--- config.mk ---
export PLATFORM = sky130hd
export DESIGN_NAME = jtvigil_romarb_flat
export DESIGN_NICKNAME = d
export VERILOG_FILES = /design/src/rtl/jtvigil_romarb_if.sv /design/src/rtl/jtvigil_romarb.sv /design/src/flat_wrapper.sv
export SDC_FILE = /design/constraint.sdc
export NUM_CORES = 1
export LEC_CHECK = 0
export ABC_AREA = 1
export CELL_PAD_IN_SITES_DETAIL_PLACEMENT = 1
export CELL_PAD_IN_SITES_GLOBAL_PLACEMENT = 1
export CORE_UTILIZATION = 35
export CTS_CLUSTER_SIZE = 28
export DETAILED_ROUTE_END_ITERATION = 8
export GPL_TIMING_DRIVEN = 1
export PLACE_DENSITY = 0.79
export SETUP_SLACK_MARGIN = 0.3
export SYNTH_ARGS = -nofsm -noshare
export SYNTH_HDL_FRONTEND = slang
export SYNTH_SLANG_ARGS = --single-unit
--- constraint.sdc ---
create_clock -name clk -period 8.3 [get_ports clk]
set_clock_uncertainty 0.1 [all_clocks]
set_input_delay 1.245 -clock clk [delete_from_list [all_inputs] [get_ports clk]]
set_output_delay 1.245 -clock clk [all_outputs]
set_load 0.01 [all_outputs]
--- src/rtl/jtvigil_romarb_if.sv ---
// jtvigil_romarb_if: three tile-fetch requester ports plus the shared ROM read port
interface jtvigil_romarb_if #(
    parameter int AW  = 18,
    parameter int OAW = 22
);
    logic           r0_cs, r1_cs, r2_cs;
    logic [AW-1:0]  r0_addr, r1_addr, r2_addr;
    logic [31:0]    r0_data, r1_data, r2_data;
    logic           r0_ok, r1_ok, r2_ok;
    logic [OAW-1:0] sd_addr;
    logic           sd_rd, sd_ack, sd_rdy;
    logic [31:0]    sd_data;

    modport slave (
        input  r0_cs, r1_cs, r2_cs, r0_addr, r1_addr, r2_addr, sd_ack, sd_rdy, sd_data,
        output r0_data, r1_data, r2_data, r0_ok, r1_ok, r2_ok, sd_addr, sd_rd
    );
    modport master (
        output r0_cs, r1_cs, r2_cs, r0_addr, r1_addr, r2_addr, sd_ack, sd_rdy, sd_data,
        input  r0_data, r1_data, r2_data, r0_ok, r1_ok, r2_ok, sd_addr, sd_rd
    );
endinterface

--- src/rtl/jtvigil_romarb.sv ---
// jtvigil_romarb: round-robin arbiter with one-word caches sharing a ROM read port among three requesters
module jtvigil_romarb #(
    parameter int             AW   = 18,
    parameter int             OAW  = 22,
    parameter logic [OAW-1:0] OFS0 = '0,
    parameter logic [OAW-1:0] OFS1 = OAW'(22'h40000),
    parameter logic [OAW-1:0] OFS2 = OAW'(22'h80000)
)(
    input logic rst,
    input logic clk,
    jtvigil_romarb_if.slave bus
);
    typedef enum logic [1:0] {IDLE, REQ, WAIT} state_t;

    state_t         r_st;
    logic [AW-1:0]  r_caddr[3];
    logic [31:0]    r_cdata[3];
    logic [2:0]     r_valid;
    logic [1:0]     r_owner, r_ptr;
    logic [AW-1:0]  r_faddr;
    logic [OAW-1:0] r_sd_addr;
    logic           r_sd_rd;

    logic [2:0]     w_cs, w_hit, w_busy, w_miss;
    logic [AW-1:0]  w_addr[3];
    logic [OAW-1:0] w_ofs[3];
    logic [1:0]     w_n1, w_n2, w_win;
    logic           w_fill;

    assign w_cs      = {bus.r2_cs, bus.r1_cs, bus.r0_cs};
    assign w_addr[0] = bus.r0_addr;
    assign w_addr[1] = bus.r1_addr;
    assign w_addr[2] = bus.r2_addr;
    assign w_ofs[0]  = OFS0;
    assign w_ofs[1]  = OFS1;
    assign w_ofs[2]  = OFS2;

    for (genvar i = 0; i < 3; i++) begin : g_hit
        assign w_hit[i] = r_valid[i] & (w_addr[i] == r_caddr[i]);
    end

    // the in-flight slot cannot miss again until its (possibly stale) fill lands
    assign w_busy = r_st == IDLE ? 3'b000 : 3'b001 << r_owner;
    assign w_miss = w_cs & ~w_hit & ~w_busy;
    assign w_n1   = r_ptr == 2'd2 ? 2'd0 : r_ptr + 2'd1;
    assign w_n2   = w_n1 == 2'd2 ? 2'd0 : w_n1 + 2'd1;
    assign w_win  = w_miss[w_n1] ? w_n1 : w_miss[w_n2] ? w_n2 : r_ptr;
    assign w_fill = bus.sd_rdy & ((r_st == REQ & bus.sd_ack) | r_st == WAIT);

    assign bus.r0_ok   = w_cs[0] & w_hit[0];
    assign bus.r1_ok   = w_cs[1] & w_hit[1];
    assign bus.r2_ok   = w_cs[2] & w_hit[2];
    assign bus.r0_data = r_cdata[0];
    assign bus.r1_data = r_cdata[1];
    assign bus.r2_data = r_cdata[2];
    assign bus.sd_addr = r_sd_addr;
    assign bus.sd_rd   = r_sd_rd;

    always_ff @(posedge clk or posedge rst) begin
        if (rst) begin
            r_st      <= IDLE;
            r_valid   <= '0;
            r_owner   <= '0;
            r_ptr     <= '0;
            r_faddr   <= '0;
            r_sd_addr <= '0;
            r_sd_rd   <= 1'b0;
            for (int k = 0; k < 3; k++) begin
                r_caddr[k] <= '0;
                r_cdata[k] <= '0;
            end
        end else begin
            if (w_fill) begin
                r_cdata[r_owner] <= bus.sd_data;
                r_caddr[r_owner] <= r_faddr;
                r_valid[r_owner] <= 1'b1;
            end
            case (r_st)
                IDLE: if (|w_miss) begin
                    r_owner   <= w_win;
                    r_ptr     <= w_win;
                    r_faddr   <= w_addr[w_win];
                    r_sd_addr <= OAW'(w_addr[w_win]) + w_ofs[w_win];
                    r_sd_rd   <= 1'b1;
                    r_st      <= REQ;
                end
                REQ: if (bus.sd_ack) begin
                    r_sd_rd <= 1'b0;
                    r_st    <= bus.sd_rdy ? IDLE : WAIT;
                end
                WAIT: if (bus.sd_rdy) r_st <= IDLE;
                default: r_st <= IDLE;
            endcase
        end
    end
endmodule

--- src/flat_wrapper.sv ---
// flat-port wrapper written by rule: the top's interface ports become plain ports
module jtvigil_romarb_flat 
#(
    parameter int             AW   = 18,
    parameter int             OAW  = 22,
    parameter logic [OAW-1:0] OFS0 = '0,
    parameter logic [OAW-1:0] OFS1 = OAW'(22'h40000),
    parameter logic [OAW-1:0] OFS2 = OAW'(22'h80000)
)
  (rst, clk, bus_r0_cs, bus_r1_cs, bus_r2_cs, bus_r0_addr, bus_r1_addr, bus_r2_addr, bus_sd_ack, bus_sd_rdy, bus_sd_data, bus_r0_data, bus_r1_data, bus_r2_data, bus_r0_ok, bus_r1_ok, bus_r2_ok, bus_sd_addr, bus_sd_rd);
  jtvigil_romarb_if #(.AW(AW), .OAW(OAW)) bus_i ();
  input logic rst;
  input logic clk;
  input wire logic [$bits(bus_i.r0_cs)-1:0] bus_r0_cs;
  input wire logic [$bits(bus_i.r1_cs)-1:0] bus_r1_cs;
  input wire logic [$bits(bus_i.r2_cs)-1:0] bus_r2_cs;
  input wire logic [$bits(bus_i.r0_addr)-1:0] bus_r0_addr;
  input wire logic [$bits(bus_i.r1_addr)-1:0] bus_r1_addr;
  input wire logic [$bits(bus_i.r2_addr)-1:0] bus_r2_addr;
  input wire logic [$bits(bus_i.sd_ack)-1:0] bus_sd_ack;
  input wire logic [$bits(bus_i.sd_rdy)-1:0] bus_sd_rdy;
  input wire logic [$bits(bus_i.sd_data)-1:0] bus_sd_data;
  output wire logic [$bits(bus_i.r0_data)-1:0] bus_r0_data;
  output wire logic [$bits(bus_i.r1_data)-1:0] bus_r1_data;
  output wire logic [$bits(bus_i.r2_data)-1:0] bus_r2_data;
  output wire logic [$bits(bus_i.r0_ok)-1:0] bus_r0_ok;
  output wire logic [$bits(bus_i.r1_ok)-1:0] bus_r1_ok;
  output wire logic [$bits(bus_i.r2_ok)-1:0] bus_r2_ok;
  output wire logic [$bits(bus_i.sd_addr)-1:0] bus_sd_addr;
  output wire logic [$bits(bus_i.sd_rd)-1:0] bus_sd_rd;
  assign bus_i.r0_cs = bus_r0_cs;
  assign bus_i.r1_cs = bus_r1_cs;
  assign bus_i.r2_cs = bus_r2_cs;
  assign bus_i.r0_addr = bus_r0_addr;
  assign bus_i.r1_addr = bus_r1_addr;
  assign bus_i.r2_addr = bus_r2_addr;
  assign bus_i.sd_ack = bus_sd_ack;
  assign bus_i.sd_rdy = bus_sd_rdy;
  assign bus_i.sd_data = bus_sd_data;
  assign bus_r0_data = bus_i.r0_data;
  assign bus_r1_data = bus_i.r1_data;
  assign bus_r2_data = bus_i.r2_data;
  assign bus_r0_ok = bus_i.r0_ok;
  assign bus_r1_ok = bus_i.r1_ok;
  assign bus_r2_ok = bus_i.r2_ok;
  assign bus_sd_addr = bus_i.sd_addr;
  assign bus_sd_rd = bus_i.sd_rd;
  jtvigil_romarb #(.AW(AW), .OAW(OAW), .OFS0(OFS0), .OFS1(OFS1), .OFS2(OFS2)) u_core (.rst(rst), .clk(clk), .bus(bus_i));
endmodule
==> results of run 1 <==
[critical path, cell delays in order]
cell             delay (ns)
clkdlybuf4s50_1        0.45
inv_1                  0.11
o21ai_0                0.08
or4_1                  0.53
nor4_1                 0.19
nand4_1                0.12
nor2_1                 0.14
clkdlybuf4s50_1        0.55
[sequential cells by signal, indices dropped and copies added (netlist names)]
register	count
u_core.r_caddr	54
u_core.bus.sd_rd	1
u_core.r_st	2
u_core.bus.r0_data	32
u_core.r_owner	2
u_core.bus.r1_data	32
u_core.bus.r2_data	32
u_core.r_valid	3
u_core.bus.sd_addr	20
[path summary, 6_finish.rpt]
| kind | start | end | slack [ns] | cells after the start |
|---|---|---|---|---|
| hold reg to reg | u_core.r_valid[2] | u_core.r_valid[2] | 0.36 | 2 |
| max in group asynchronous | rst | u_core.bus.r2_data[4] | 5.25 | 3 |
| setup reg to reg | u_core.r_caddr[23] | u_core.bus.sd_addr[1] | 5.16 | 15 |
| setup / recovery | bus_r2_addr[4] | bus_r2_ok | 3.55 | 8 |
| hold / removal | u_core.r_valid[2] | u_core.r_valid[2] | 0.36 | 2 |
| min in group asynchronous | rst | u_core.bus.sd_addr[2] | 1.28 | 2 |
[synth_stat cells (all sizes together) (2+ instances only)]
master / number
nand2: 389
dfrtp: 178
o21ai: 175
inv: 165
nor2: 58
nand3: 53
clkbuf: 33
a21oi: 15
buf: 14
nand4: 9
nor3: 3
nor3b: 3
nor4: 2
o211ai: 2
or2: 2
xor2: 2
[power groups by stage]
stage	sequential [uW]	combinational (uW)	clock, uW
floorplan	1600	884	0
global placement	1520	1860	0
detailed placement	1540	1920	0
CTS	1540	1940	846
global route	1590	2120	879
finish	1540	1910	832
[kinds of logic (layout without fill, tap and decap cells)]
kind of cell           Yosys count  count (layout)  share of synthesized area (%)
AND/OR/NAND/NOR                522             522                           25.2
buffers and inverters          212             412                           9.88
AO/OA/AOI/OAI                  197             197                           11.9
flip-flops                     178             178                           52.6
XOR/XNOR                         3               3                          0.311
other                            1               3                         0.0443
[cell type report]
cell class / instances / area (um^2) / share of cell area [%]
clock buffers: 17 / 425 / 3.72
repair buffers: 215 / 2140 / 18.8
flip-flops and latches: 178 / 4450 / 39.0
well taps: 319 / 399 / 3.49
clock inverters: 15 / 183 / 1.60
multi-input cells: 724 / 3190 / 27.9
diodes: 1 / 2.50 / 0.0219
inverters: 165 / 624 / 5.47
[per-stage QoR]
stage / total power, uW / hold WS [ns] / worst slack [ns]
after floorplan: 2480 / 0.322 / 2.12
after global placement: 3390 / 0.333 / 3.59
after detailed placement: 3460 / 0.342 / 3.53
after CTS: 4320 / 0.360 / 3.53
after global routing: 4590 / 0.368 / 3.43
final: 4280 / 0.363 / 3.55
[routing by layer]
| metal | global-route usage, % | vias to the layer above |
|---|---|---|
| met5 | 0 | - |
| met4 | 8.23 | 0 |
| met3 | 6.55 | 38 |
| met2 | 40.1 | 226 |
| met1 | 31.2 | 3859 |
| li1 | - | 3830 |
==> metrics.txt, run 1 <==
status=completed; CTS tree=yes; count of final setup violators=0; Synthesis Warnings=0; die width=157 um; sequential power share=35.9%; htree depth=4; # rows=56; Comb pwr share=44.7%; total grt overflow=0; clock sink count=178; Mapped Area=0.00846 mm^2; DR WL met3=2210 um; placed cells=1,601; layout cells sized above 1=4.57%; clock power share=19.4%; Synth cell types=36; total die area=0.0248 mm^2; Clock transition at path regs=0.07 ns; Final Util=48.4%; VDD IR max=0.000164 V; Initial Util=35.8%; post-DP HPWL=21,400 um; met1 wire length=12,700 um; Rel. slew slack=32.8%; cell taking the most area after synthesis=dfrtp_1; most common cell after layout, fill and taps aside=nand2_1; Highest Signal Layer=met4; Leak=0.00565 uW; critical path fanouts, max=3; Final period util=57.3%; root buf cell=clkbuf_16; EDFF count, synth=0; GRT Util Overall=24.5%; Setup Fix Bufs, Post-CTS=0; Setup TNS Final=0 ns; WP data required=6.95 ns; flip-flop and latch count after synthesis=178; Slew Limit Fails=0; P per Cell Area=375 mW/mm^2; RSZ-0062 raised after global routing=false; Hold WC Path Type=reg2reg; vias in the first global route=8,266; Net Switching=1800 uW; Final Hold Viols=0; Post-DRT Antenna Nets=0; Worst-Margin Slew=1.01 ns; final std cells w/o fill=1,634; Die Y=157 um; max cap viols=0; pin count of the biggest net entering global routing=102; FILL cells=2,910; Area Growth Syn to Fin=35.0%; P_int=2480 uW; routed length per placed instance=18.0 um; DRC violation count after routing=0; Placed Instance Area=0.0108 mm^2; number of buffers created by CTS=17; Seq/Total Area, Yosys=52.6%; first-pass GRT wire length=45,800 um; IO Port Bufs=212; Setup crit end kind=output port; WL final=29,400 um; Switching Fraction=42.1%; cells after synthesis=1,113; worst skew pair latency=0.44 ns; Synth top area share=52.6%; Startpoint Class=input port; Syn Area/Cell=7.60 um^2; DR iter-0 viols=435; Synth async-reset ratio=100%; post-route cell area=0.0114 mm^2; most frequent cells in the layout=381 x nand2_1, 212 x clkdlybuf4s50_1, 178 x dfrtp_1; initial antenna violation count=1; maximum clock frequency=0.210 GHz; vias per cell=4.87; fin crit period=4.75 ns; core footprint=0.0236 mm^2; top post-synthesis cells by area=dfrtp_1 53%, nand2_1 17%, o21ai_0 9.9%, inv_1 7.1%, nand3_1 2.9%; WS Path Type=in2out; Nets=1,394; Hold Buf Count CTS=0; I/O pin count=215; Worst EP arrival=3.41 ns; DRT Pass-1 Iters=4; Routability Congestion=0.869; vias=7,953; ys flop type=dfrtp_1; clk buf depth=2; routed wl met2=13,800 um; post_cts resized=0
Note: power is estimated with default switching activity, not from simulation.
==> inputs of run 2 (changes only) <==
- CORE_UTILIZATION: 35 -> 32
- PLACE_DENSITY: 0.79 -> 0.76
- clock period: 8.3 -> 3.9 ns (I/O delays scaled with it)
==> run 2 against run 1 <==
Die area rose by 9.3%. Flip-flop and latch count did not move. Core utilization decreased by 3.7 points. Design area increased by 1.5%. Combinational power increased by 120%. Critical path type unchanged. First-iteration DRC count increased by 1.8%. Final cell count grew 1.5%. Worst hold slack got worse by 0.00079 ns. Wire length down 0.85%. Register-to-register slack worse by 4.0 ns.
==> metrics.txt, run 2 (same netlist as run 1, synthesis figures left out) <==
total grt overflow=0 (unchanged); number of buffers created by CTS=17 (unchanged); Initial Util=32.6% (was 35.8%); routed length per placed instance=17.6 um (was 18.0 um); Setup Fix Bufs, Post-CTS=0 (unchanged); Area Growth Syn to Fin=37.0% (was 35.0%); Placed Instance Area=0.0110 mm^2 (was 0.0108 mm^2); clock sink count=178 (unchanged); Setup crit end kind=output port (unchanged); count of final setup violators=0 (unchanged); first-pass GRT wire length=45,200 um (was 45,800 um); root buf cell=clkbuf_16 (unchanged); Final period util=88.4%; vias per cell=4.76 (was 4.87); maximum clock frequency=0.290 GHz; Hold Buf Count CTS=0 (unchanged); Ant. Diodes=0 (was 1); Leak=0.00574 uW (was 0.00565 uW); Worst-Margin Slew=0.673 ns (was 1.01 ns); WP data required=3.21 ns (was 6.95 ns); vias=7,896 (was 7,953); DR iter-0 viols=443 (was 435); core footprint=0.0260 mm^2 (was 0.0236 mm^2); CTS tree=yes (unchanged); fin crit period=3.45 ns; total die area=0.0271 mm^2 (was 0.0248 mm^2); most common cell after layout, fill and taps aside=nand2_1 (unchanged); Rel. slew slack=55.2% (was 32.8%); Slew Limit Fails=0 (unchanged); most frequent cells in the layout=381 x nand2_1, 212 x clkdlybuf4s50_1, 178 x dfrtp_1 (unchanged); Startpoint Class=input port (unchanged); post_cts resized=0 (unchanged); post-DP HPWL=21,500 um (was 21,400 um); Clock transition at path regs=0.08 ns (was 0.07 ns); htree depth=4 (unchanged); Die Y=165 um (was 157 um); initial antenna violation count=1 (unchanged); DRC violation count after routing=0 (unchanged); I/O pin count=215 (unchanged); die width=165 um (was 157 um); Largest register FFs=54 (unchanged); P per Cell Area=795 mW/mm^2 (was 375 mW/mm^2); RSZ-0062 raised after global routing=false (unchanged); # rows=59 (was 56); Routability Congestion=0.896 (was 0.869); layout cells sized above 1=5.22% (was 4.57%); Nets=1,403 (was 1,394); Worst EP arrival=2.76 ns (was 3.41 ns); VDD IR max=0.000312 V (was 0.000164 V); WL final=29,200 um (was 29,400 um); DRT Pass-1 Iters=6 (was 4); Largest Register=u_core.r_caddr (unchanged); pin count of the biggest net entering global routing=102 (unchanged); Setup TNS Final=0 ns (unchanged); critical path fanouts, max=3 (unchanged); Post-DRT Antenna Nets=0 (unchanged); worst skew pair latency=0.43 ns (was 0.44 ns); clk buf depth=2 (unchanged); vias in the first global route=8,189 (was 8,266); max cap viols=0 (unchanged); IO Port Bufs=212 (unchanged); final std cells w/o fill=1,658 (was 1,634); Hold WC Path Type=reg2reg (unchanged); GRT Util Overall=22.1% (was 24.5%); placed cells=1,626 (was 1,601); WS Path Type=in2out (unchanged); post-route cell area=0.0116 mm^2 (was 0.0114 mm^2); Final Hold Viols=0 (unchanged); status=completed (unchanged)
run 2: per-stage QoR:
stage / hold WS, ns / util (%) / power [uW] / worst slack (ns)
2_1_floorplan: 0.322 / - / 5290 / 0.934
5_1_grt: 0.383 / 44.6 / 9890 / 0.340
6_report: 0.362 / 44.6 / 9210 / 0.451
3_3_place_gp: 0.344 / 42.2 / 7280 / 0.469
4_1_cts: 0.366 / 44.6 / 9320 / 0.431
3_5_place_dp: 0.345 / 42.2 / 7420 / 0.446
run 2: layout make-up:
type / instances / area [um^2]
Tap cell: 335 / 419
Clock buffer: 17 / 425
Sequential cell: 178 / 4450
Fill cell: 3180 / 14400
Inverter: 165 / 623
Timing Repair Buffer: 224 / 2260
Multi-Input combinational cell: 724 / 3200
Clock inverter: 15 / 213
run 2: power by group:
group / internal, uW / leakage (uW) / switching, uW
clock: 942 / 0.000308 / 906
sequential: 2660 / 0.00226 / 579
combinational: 1790 / 0.00317 / 2330
total: 5390 / 0.00574 / 3820
run 2: worst max-delay path, stage by stage:
cell	delay, ns
clkdlybuf4s50_1	0.54
nor2_1	0.09
or4_1	0.54
nor4_1	0.19
nand4_1	0.17
nor2_1	0.12
clkdlybuf4s50_1	0.54
run 2: routing by layer:
metal	vias up	global-route usage (%)	part of all wire, %
met5	-	0	0.038
met4	2	7.84	2.6
met3	37	6.08	7.1
met2	208	37.5	48
met1	3799	26.6	42
li1	3850	-	-
run 2: worst paths after layout:
kind | cells past startpoint | startpoint | end | slack [ns]
worst max-delay path | 7 | bus_r2_addr[2] | bus_r2_ok | 0.45
worst min-delay path | 2 | u_core.r_valid[2] | u_core.r_valid[2] | 0.36
worst max register to register | 13 | u_core.r_caddr[6] | u_core.bus.sd_addr[0] | 1.21
worst min register to register | 2 | u_core.r_valid[2] | u_core.r_valid[2] | 0.36
max in group asynchronous | 3 | rst | u_core.r_caddr[21] | 2.66
min in group asynchronous | 3 | rst | u_core.bus.r0_data[25] | 0.55
==> inputs of run 3 (changes only) <==
- CORE_UTILIZATION: 32 -> 33
- CTS_BUF_LIST: unset -> sky130_fd_sc_hd__clkbuf_2 sky130_fd_sc_hd__clkbuf_4 sky130_fd_sc_hd__clkbuf_8
- PLACE_DENSITY: 0.76 -> 0.78
==> run 3 against run 2 <==
Setup slack worse by 0.027 ns. Largest cell class unchanged. Register-to-register slack better by 0.04 ns. Clock-buffer cell count did not move. First-iteration DRC count decreased by 12%. Worst hold slack better by 0.021 ns. Critical path depth is 1 higher.
==> metrics.txt, run 3 (same netlist as run 1, synthesis figures left out) <==
Setup Fix Bufs, Post-CTS=0 (unchanged); FILL cells=3,098 (was 3,180); Placed Instance Area=0.0110 mm^2 (about the same); CTS tree=yes (unchanged); Top cell by count, worst path=clkdlybuf4s50_1; # rows=58 (was 59); WL final=29,700 um (was 29,200 um); total die area=0.0263 mm^2 (was 0.0271 mm^2); Post-DRT Antenna Nets=0 (unchanged); IO Port Bufs=212 (unchanged); most frequent cells in the layout=381 x nand2_1, 212 x clkdlybuf4s50_1, 178 x dfrtp_1 (unchanged); Worst EP arrival=2.79 ns (was 2.76 ns); count of final setup violators=0 (unchanged); Hold WC Path Type=reg2reg (unchanged); Startpoint Class=input port (unchanged); post-route cell area=0.0114 mm^2 (was 0.0116 mm^2); Switching Fraction=42.9% (was 41.5%); number of buffers created by CTS=17 (unchanged); Setup TNS Final=0 ns (unchanged); P_int=4930 uW (was 5390 uW); CP peak stage delay=0.54 ns (about the same); Rel. slew slack=30.2% (was 55.2%); routed length per placed instance=17.9 um (was 17.6 um); fin crit period=3.48 ns (was 3.45 ns); Slew Limit Fails=0 (unchanged); post_cts resized=0 (unchanged); Net Switching=3700 uW (was 3820 uW); Initial Util=33.6% (was 32.6%); GRT Util Overall=23.6% (was 22.1%); root buf cell=clkbuf_8 (was clkbuf_16); P per Cell Area=759 mW/mm^2 (was 795 mW/mm^2); WS Path Type=in2out (unchanged); R2R Setup Slk=1.25 ns (was 1.21 ns); Nets=1,406 (was 1,403); core footprint=0.0252 mm^2 (was 0.0260 mm^2); DRT Pass-1 Iters=5 (was 6); DR iter-0 viols=390 (was 443); Critical Path Slowest Stage Cell=clkdlybuf4s50_1 (unchanged); Final Hold Viols=0 (unchanged); total grt overflow=0 (unchanged); Hold Buf Count CTS=0 (unchanged); vias=7,997 (was 7,896); I/O pin count=215 (unchanged); Largest Register=u_core.r_caddr (unchanged); DRC violation count after routing=0 (unchanged); total power draw=8630 uW (was 9210 uW); Routability Congestion=0.906 (was 0.896); WP data required=3.21 ns (about the same); Clock transition at path regs=0.12 ns (was 0.08 ns); VDD IR max=0.000337 V (was 0.000312 V); die width=162 um (was 165 um); RSZ-0062 raised after global routing=false (unchanged); Final period util=89.1% (was 88.4%); Leak=0.00563 uW (was 0.00574 uW); Die Y=162 um (was 165 um); status=completed (unchanged); pin count of the biggest net entering global routing=102 (unchanged); Comb pwr share=47.1% (was 44.7%); sequential power share=37.9% (was 35.2%); post-DP HPWL=22,400 um (was 21,500 um); vias per cell=4.83 (was 4.76); max cap viols=0 (unchanged); Area Growth Syn to Fin=34.3% (was 37.0%); initial antenna violation count=2 (was 1); Setup crit end kind=output port (unchanged); htree depth=4 (unchanged); clock power share=15.1% (was 20.1%); layout cells sized above 1=5.43% (was 5.22%); Worst-Margin Slew=1.05 ns (was 0.673 ns); first-pass GRT wire length=47,400 um (was 45,200 um); worst skew pair latency=0.48 ns (was 0.43 ns); Largest register FFs=54 (unchanged); critical-path cell list=clkdlybuf4s50_1 > inv_1 > o21ai_0 > or4_1 > nor4_1 > nand4_1 > nor2_1 > clkdlybuf4s50_1 (was clkdlybuf4s50_1 > nor2_1 > or4_1 > nor4_1 > nand4_1 > nor2_1 > clkdlybuf4s50_1); vias in the first global route=8,459 (was 8,189); maximum clock frequency=0.288 GHz (was 0.290 GHz); clock sink count=178 (unchanged); most common cell after layout, fill and taps aside=nand2_1 (unchanged); clk buf depth=2 (unchanged); critical path fanouts, max=3 (unchanged)
-- run 3: power by group through the flow --
| stage | Sequential, uW | Combinational [uW] | Clock [uW] |
|---|---|---|---|
| 4_1_cts | 3270 | 4100 | 1350 |
| 2_1_floorplan | 3410 | 1880 | 0 |
| 5_1_grt | 3370 | 4530 | 1410 |
| 3_3_place_gp | 3270 | 3970 | 0 |
| 3_5_place_dp | 3290 | 4070 | 0 |
| 6_report | 3270 | 4060 | 1300 |
-- run 3: cell type report --
type	instances	area [um^2]	share of cell area [%]
antenna	1	2.50	0.0220
clock buffer	17	234	2.06
clock inverter	15	169	1.49
inverter	165	623	5.48
multi-input combinational	724	3190	28.0
sequential	178	4450	39.2
tap	330	413	3.63
timing repair buffer	227	2280	20.1
-- run 3: worst max-delay path, delay by kind of cell --
kind	cells	cell delay (ns)
AND/OR/NAND/NOR	4	1.00
buffers and inverters	3	1.11
AO/OA/AOI/OAI	1	0.09
-- run 3: worst paths after layout --
path,from,to,cells past startpoint
hold / removal,u_core.r_valid[1],u_core.r_valid[1],2
hold reg to reg,u_core.r_valid[1],u_core.r_valid[1],2
setup reg to reg,u_core.r_caddr[5],u_core.bus.sd_addr[10],16
min in group asynchronous,rst,u_core.bus.r0_data[31],2
max in group asynchronous,rst,u_core.r_caddr[33],3
setup / recovery,bus_r2_addr[4],bus_r2_ok,8
-- run 3: per-layer routing --
layer / up-vias / GRT usage [%] / routed length (um)
met5: - / 0 / 25
met4: 4 / 7.68 / 759
met3: 41 / 7.02 / 2130
met2: 223 / 39.9 / 14100
met1: 3879 / 28.6 / 12600
li1: 3850 / - / -
-- run 3: per-stage QoR --
step           worst slack [ns]  hold slack [ns]  std cells  util [%]
5_1_grt                   0.325            0.415       1656      45.1
2_1_floorplan             0.934            0.322       1114         -
3_3_place_gp              0.489            0.348       1624      43.5
3_5_place_dp              0.414            0.354       1624      43.5
6_report                  0.424            0.383       1657      45.1
4_1_cts                   0.402            0.382       1656      45.1
